[src/rtl/tcg_rom_arbiter.sv]
// Round-robin arbiter sharing one character-generator ROM between glyph prefetchers.
// Issues single-row reads or BURST_LEN-row glyph bursts; responses return two cycles after grant.
module tcg_rom_arbiter #(
    parameter int N_REQ     = 4,
    parameter int ADDR_W    = 9,
    parameter int DATA_W    = 8,
    parameter int BURST_LEN = 8
) (
    input  logic                      clk,
    input  logic                      rst_n,
    input  logic [N_REQ-1:0]          req,
    input  logic [N_REQ-1:0]          req_burst,
    input  logic [N_REQ*ADDR_W-1:0]   req_addr,
    output logic [N_REQ-1:0]          gnt,
    output logic [ADDR_W-1:0]         rom_addr,
    input  logic [DATA_W-1:0]         rom_data,
    output logic [N_REQ-1:0]          rsp_valid,
    output logic [DATA_W-1:0]         rsp_data,
    output logic                      rsp_last,
    output logic                      busy
);
    localparam int PTR_W = (N_REQ > 1) ? $clog2(N_REQ) : 1;
    localparam int CNT_W = $clog2(BURST_LEN) + 1;

    typedef enum logic {IDLE, BURST} state_e;

    state_e              state_q, state_d;
    logic [PTR_W-1:0]    ptr_q, ptr_d;
    logic [PTR_W-1:0]    owner_q, owner_d;
    logic [CNT_W-1:0]    count_q, count_d;
    logic [ADDR_W-1:0]   rom_addr_q, rom_addr_d;
    logic                tag_vld_q, tag_vld_d;
    logic                tag_last_q, tag_last_d;
    logic [PTR_W-1:0]    tag_id_q, tag_id_d;
    logic [N_REQ-1:0]    rsp_valid_q, rsp_valid_d;
    logic [DATA_W-1:0]   rsp_data_q, rsp_data_d;
    logic                rsp_last_q, rsp_last_d;

    logic                win_vld;
    logic [PTR_W-1:0]    win;
    logic [PTR_W:0]      scan_sum;
    logic [PTR_W-1:0]    scan_idx;

    // Rotating-priority scan: first set req starting at ptr_q, wrapping at N_REQ.
    always_comb begin
        win_vld  = 1'b0;
        win      = '0;
        scan_sum = '0;
        scan_idx = '0;
        for (int i = 0; i < N_REQ; i++) begin
            scan_sum = {1'b0, ptr_q} + (PTR_W+1)'(i);
            if (scan_sum >= (PTR_W+1)'(N_REQ))
                scan_sum = scan_sum - (PTR_W+1)'(N_REQ);
            scan_idx = scan_sum[PTR_W-1:0];
            if (!win_vld && req[scan_idx]) begin
                win_vld = 1'b1;
                win     = scan_idx;
            end
        end
    end

    // Reset gates the grant so nothing is offered while the block is held in reset.
    assign gnt = (rst_n && win_vld && state_q == IDLE) ? (N_REQ'(1) << win) : '0;

    always_comb begin
        state_d    = state_q;
        ptr_d      = ptr_q;
        owner_d    = owner_q;
        count_d    = count_q;
        rom_addr_d = rom_addr_q;
        tag_vld_d  = 1'b0;
        tag_id_d   = tag_id_q;
        tag_last_d = 1'b0;
        case (state_q)
            IDLE: begin
                if (win_vld) begin
                    rom_addr_d = req_addr[int'(win)*ADDR_W +: ADDR_W];
                    tag_vld_d  = 1'b1;
                    tag_id_d   = win;
                    tag_last_d = ~req_burst[win];
                    ptr_d      = (win == PTR_W'(N_REQ-1)) ? '0 : win + 1'b1;
                    if (req_burst[win]) begin
                        state_d = BURST;
                        owner_d = win;
                        count_d = CNT_W'(1);
                    end
                end
            end
            BURST: begin
                rom_addr_d = rom_addr_q + 1'b1;
                tag_vld_d  = 1'b1;
                tag_id_d   = owner_q;
                tag_last_d = (count_q == CNT_W'(BURST_LEN-1));
                count_d    = count_q + 1'b1;
                if (tag_last_d) begin
                    state_d = IDLE;
                    count_d = '0;
                end
            end
            default: state_d = IDLE;
        endcase

        rsp_valid_d = tag_vld_q ? (N_REQ'(1) << tag_id_q) : '0;
        rsp_last_d  = tag_vld_q & tag_last_q;
        rsp_data_d  = tag_vld_q ? rom_data : rsp_data_q;
    end

    always_ff @(posedge clk or negedge rst_n) begin
        if (!rst_n) begin
            state_q     <= IDLE;
            ptr_q       <= '0;
            owner_q     <= '0;
            count_q     <= '0;
            rom_addr_q  <= '0;
            tag_vld_q   <= 1'b0;
            tag_id_q    <= '0;
            tag_last_q  <= 1'b0;
            rsp_valid_q <= '0;
            rsp_data_q  <= '0;
            rsp_last_q  <= 1'b0;
        end else begin
            state_q     <= state_d;
            ptr_q       <= ptr_d;
            owner_q     <= owner_d;
            count_q     <= count_d;
            rom_addr_q  <= rom_addr_d;
            tag_vld_q   <= tag_vld_d;
            tag_id_q    <= tag_id_d;
            tag_last_q  <= tag_last_d;
            rsp_valid_q <= rsp_valid_d;
            rsp_data_q  <= rsp_data_d;
            rsp_last_q  <= rsp_last_d;
        end
    end

    assign rom_addr  = rom_addr_q;
    assign rsp_valid = rsp_valid_q;
    assign rsp_data  = rsp_data_q;
    assign rsp_last  = rsp_last_q;
    assign busy      = (state_q == BURST);

endmodule

[config.mk]
export PLATFORM = sky130hd
export DESIGN_NAME = tcg_rom_arbiter
export DESIGN_NICKNAME = d
export VERILOG_FILES = /design/src/rtl/tcg_rom_arbiter.sv
export SDC_FILE = /design/constraint.sdc
export NUM_CORES = 1
export LEC_CHECK = 0
export BUFFER_PORTS_ARGS = -buffer_cell sky130_fd_sc_hd__buf_4
export CAP_MARGIN = 20
export CORE_UTILIZATION = 49
export CTS_CLUSTER_DIAMETER = 120
export DETAILED_ROUTE_END_ITERATION = 10
export PLACE_DENSITY = 0.87
export SYNTH_ARGS = -nofsm -noshare
export SYNTH_HDL_FRONTEND = slang
export SYNTH_SLANG_ARGS = --single-unit
[constraint.sdc]
create_clock -name clk -period 2.6 [get_ports clk]
set_clock_uncertainty 0.2 [all_clocks]
set_input_delay 0.13 -clock clk [delete_from_list [all_inputs] [get_ports clk]]
set_output_delay 0.13 -clock clk [all_outputs]
set_load 0.02 [all_outputs]
==> report_table.html <==
<table>
<tr><th>Metric</th><th>Value</th></tr>
<tr><th colspan="2">Setup path</th></tr>
<tr><td>Worst Reg2Reg Path Length in Cells</td><td>6</td></tr>
<tr><td>Number of gates on the worst path with buffers counted</td><td>7</td></tr>
<tr><td>Cell family contributing the most delay on the critical path</td><td>simple AND/OR/NAND/NOR gates</td></tr>
<tr><td>Sum of buffers and inverters on the critical path</td><td>2</td></tr>
<tr><td>Crit path max-delay cell type</td><td>sky130_fd_sc_hd__dfrtp_1</td></tr>
<tr><td>Maximum cell stage delay along the critical path</td><td>0.44 ns</td></tr>
<tr><td>Critical-path cell list</td><td>nor2b_1 &gt; o21a_1 &gt; nor3_4 &gt; inv_1 &gt; ha_1 &gt; and3_1 &gt; buf_4</td></tr>
<tr><td>Worst reg2reg path endpoint</td><td>busy</td></tr>
<tr><td>Crit path DAT</td><td>2.03 ns</td></tr>
<tr><td>Maximum fanout along the worst path</td><td>7</td></tr>
<tr><td>Source of the critical timing path</td><td>ptr_q[1]</td></tr>
<tr><td>Critical path endpoint</td><td>gnt[2]</td></tr>
<tr><td>Type of the setup path with the least slack</td><td>flop to output port</td></tr>
<tr><td>Reg2Reg Setup Slack</td><td>0.39 ns</td></tr>
<tr><td>Required time at the endpoint of the critical path</td><td>2.27 ns</td></tr>
<tr><td>Kind of start point of the critical path</td><td>flop</td></tr>
<tr><td>Critical register-to-register path startpoint</td><td>ptr_q[1]</td></tr>
<tr><td>Critical Path End Type</td><td>output port</td></tr>
<tr><th colspan="2">Timing</th></tr>
<tr><td>Final cycle utilization of the critical path</td><td>90.74%</td></tr>
<tr><td>Worst Max-Slew Pin Slew</td><td>0.4681 ns</td></tr>
<tr><td>Achievable Freq</td><td>423.9 MHz</td></tr>
<tr><td>Unrepaired setup endpoints after global routing</td><td>false</td></tr>
<tr><td>Headroom to the max-slew limit</td><td>68.54%</td></tr>
<tr><td>Final Hold Violating Endpoints</td><td>0</td></tr>
<tr><td>Final setup violation count</td><td>0</td></tr>
<tr><td>Clock period minus final worst setup slack</td><td>2.359 ns</td></tr>
<tr><td>Final slew viol count</td><td>0</td></tr>
<tr><td>Setup Total Neg Slack</td><td>0 ns</td></tr>
<tr><th colspan="2">Pwr</th></tr>
<tr><td>Leakage power of the design</td><td>1.448 nW</td></tr>
<tr><td>Worst supply voltage drop on vdd</td><td>0.5647 mV</td></tr>
<tr><td>Total power per unit cell area</td><td>939.6 nW/um^2</td></tr>
<tr><th colspan="2">Clock tree</th></tr>
<tr><td>Clock latency reported for the late side of the worst-skew pair</td><td>0.28 ns</td></tr>
<tr><td>Depth of the CTS H-tree</td><td>2</td></tr>
<tr><td>Clock tree from TritonCTS</td><td>done</td></tr>
<tr><td>Clock transition time at the flip-flop clock pins of the worst setup and hold paths</td><td>0.07 ns</td></tr>
<tr><td>Clock Root Buffer</td><td>sky130_fd_sc_hd__clkbuf_8</td></tr>
<tr><td>Clock buffers created by TritonCTS</td><td>5</td></tr>
<tr><td>Clock sink total</td><td>35</td></tr>
<tr><td>Longest Clk Path Bufs</td><td>2</td></tr>
<tr><th colspan="2">Die</th></tr>
<tr><td>Number of top-level pins</td><td>81</td></tr>
<tr><td>Core outline area</td><td>4058 sq um</td></tr>
<tr><td>Overall die width</td><td>67.54 um</td></tr>
<tr><td>Die Height</td><td>67.54 um</td></tr>
<tr><td>Number of cell rows</td><td>23</td></tr>
<tr><td>Starting utilization of the core area</td><td>51.87%</td></tr>
<tr><td>Die Area</td><td>4561 sq um</td></tr>
<tr><th colspan="2">Detailed routing</th></tr>
<tr><td>Starting DRT DRC Count</td><td>77</td></tr>
<tr><td>DR DRC count</td><td>0</td></tr>
<tr><td>Count of nets left with antenna violations after detail routing</td><td>0</td></tr>
<tr><td>Vias per inst</td><td>5.393</td></tr>
<tr><td>Sum of routed wire length over all layers</td><td>4997 um</td></tr>
<tr><td>Routed via count</td><td>1,893</td></tr>
<tr><td>Number of detailed-routing iterations run before antenna repair</td><td>4</td></tr>
<tr><td>Routed wirelength normalized by instance count</td><td>14.24 um</td></tr>
<tr><th colspan="2">Yosys</th></tr>
<tr><td>Netlist area before placement</td><td>2105 sq um</td></tr>
<tr><td>Seq/Total Area, Yosys</td><td>41.62%</td></tr>
<tr><td>Number of synthesized register bits</td><td>35</td></tr>
<tr><td>Average size of a mapped cell</td><td>10.22 sq um</td></tr>
<tr><td>Unique masters post-synth</td><td>44</td></tr>
<tr><td>Number of instances in the synthesized netlist</td><td>206</td></tr>
<tr><td>Count of yosys warnings during synthesis</td><td>0</td></tr>
<tr><td>Number of nets in the synthesized netlist</td><td>266</td></tr>
<tr><th colspan="2">Cells and area</th></tr>
<tr><td>Filler instances</td><td>317</td></tr>
<tr><td>Synthesis-to-layout area growth</td><td>40.55%</td></tr>
<tr><td>Fraction of layout instances using a drive strength above 1</td><td>41.86%</td></tr>
<tr><td>ANT cells</td><td>0</td></tr>
<tr><td>Final Instance Area</td><td>2958 sq um</td></tr>
<tr><td># nets final</td><td>361</td></tr>
<tr><th colspan="2">GRT</th></tr>
<tr><td>Antenna violations before repair</td><td>0</td></tr>
<tr><td>Vias in the first global route</td><td>1,688</td></tr>
<tr><td>Congestion Overflow GR</td><td>0</td></tr>
<tr><td>Global-route wire length before repair</td><td>7652 um</td></tr>
<tr><td>Maximum number of pins on one net before global-route repair</td><td>40</td></tr>
<tr><td>GRT Overall Usage</td><td>22.91%</td></tr>
<tr><th colspan="2">Placed design</th></tr>
<tr><td>Final weighted congestion in routability-driven placement</td><td>0.7942</td></tr>
<tr><td>Port buffer count</td><td>80</td></tr>
<tr><td>Total half-perimeter wirelength after legalization and detailed placement</td><td>3638 um</td></tr>
<tr><td>Area after DPL</td><td>2780 sq um</td></tr>
<tr><th colspan="2">Hold path</th></tr>
<tr><td>Worst min-delay path class</td><td>input pin to flop</td></tr>
<tr><th colspan="2">Flow run</th></tr>
<tr><td>Max Cap Violations</td><td>0</td></tr>
<tr><th colspan="2">Status</th></tr>
<tr><td>Result of the run</td><td>completed</td></tr>
</table>
[final cells by class]
class	count	area [sq um]	area share [%]
Multi-Input combinational cell	157	1162	39.30
Sequential cell	35	875.8	29.61
Timing Repair Buffer	97	750.7	25.38
Clock buffer	6	82.58	2.792
Tap cell	50	62.56	2.115
Inverter	5	18.77	0.6345
Clock inverter	1	5.005	0.1692
[how the worst min path moves through the flow]
stage	slack (ns)	start	to	depth (start not counted)
2_1_floorplan	-0.37	rst_n	busy	0
3_3_place_gp	-0.09	rst_n	rsp_last	1
3_5_place_dp	-0.08	rst_n	rsp_valid[0]	1
4_1_cts	0.03	req[2]	rom_addr[0]	4
5_1_grt	0.07	req[2]	rom_addr[0]	4
6_report	0.03	req[2]	rom_addr[0]	4
[worst reg2reg max path, delay by kind of cell, from the launching register on]
| family | cells | cell delay (ns) |
|---|---|---|
| AND/OR/NAND/NOR | 3 | 0.71 |
| AO/OA/AOI/OAI | 3 | 0.76 |
| flip-flops | 1 | 0.44 |
[power breakdown]
part	total, W	switching [W]	internal [W]
Clock	0.000393	0.000185	0.000208
Combinational	0.00145	0.000744	0.000710
Sequential	0.000933	0.000190	0.000743
Total	0.00278	0.00112	0.00166
[cells by family (layout without fill, tap and decap cells)]
family,after synthesis,after routing,synth area share (%)
compound gates,44,44,14.27
xor+xnor,6,6,2.497
fa+ha+maj,6,6,3.567
buf+inv,14,109,3.448
flops,35,35,41.62
mux,37,37,18.67
simple gates,64,64,15.93
[state kept, by name, summed over array words and instances (netlist names)]
register	cells
rsp_data	8
count_q	4
owner_q	2
rsp_valid	4
tag_last_q	1
rom_addr	9
rsp_last	1
busy	1
ptr_q	2
tag_id_q	2
tag_vld_q	1
[Yosys cell counts, drive strengths merged]
cell type / n / area share (%)
dfrtp: 35 / 42
mux2i: 19 / 9.0
mux2: 18 / 9.6
o21ai: 16 / 5.2
nand2: 15 / 2.7
nor2: 12 / 2.1
a21oi: 10 / 2.6
and3: 10 / 3.0
ha: 6 / 3.6
nand3: 6 / 1.4
clkbuf: 5 / 0.89
inv: 5 / 0.89
a31oi: 4 / 1.2
and2: 4 / 1.2
buf: 4 / 1.7
nand4: 4 / 1.2
xnor2: 4 / 1.7
nand2b: 3 / 0.89
nor3: 3 / 1.2
o31ai: 3 / 1.1
a211oi: 2 / 0.71
nor3b: 2 / 0.71
o21a: 2 / 0.71
or2: 2 / 0.59
xor2: 2 / 0.83
a21bo: 1 / 0.48
a21boi: 1 / 0.36
a21o: 1 / 0.36
a31o: 1 / 0.42
nor2b: 1 / 0.30
nor4: 1 / 0.30
o21bai: 1 / 0.36
o221ai: 1 / 0.42
o31a: 1 / 0.42
or3: 1 / 0.30
[metrics by stage]
step,total power [W],hold slack (ns),cells,util [%],setup WS [ns]
finish,0.002779,0.03475,351,72.90,0.2409
detailed placement,0.002385,-0.08295,335,68.52,0.4422
global placement,0.002331,-0.08841,335,68.52,0.5081
floorplan,0.001918,-0.3656,206,-,0.5628
global route,0.002978,0.06694,351,72.90,0.1401
CTS,0.002793,0.03154,351,72.90,0.2282
[what timing repair did]
item | CTS | global route
endpoints found under the hold margin | 43 | 0
setup buffers | 0 | 0
hold buffers | 9 | 0
gates resized for setup | 0 | 0
[layout by cell type (no fill, tap or decap), drive strengths merged, types with 3 or more instances in the layout]
cell type and instances:
o31ai 3, mux2i 19, nand2b 3, a21oi 10, nor3 3, mux2 18
and3 10, buf 88, dfrtp 35, dlygate4sd3 9, clkbuf 6, inv 5
nand2 15, a31oi 4, xnor2 4, nor2 12, and2 4, nand3 6
ha 6, nand4 4, o21ai 16
[per-layer routing]
metal	wire length, um	track usage [%]	vias to the layer above
met4	54	8.245	0
met3	324	4.899	7
met5	0	0	-
met2	2659	41.46	70
li1	-	-	930
met1	1958	26.11	886
Note: power is estimated with default switching activity, not from simulation.
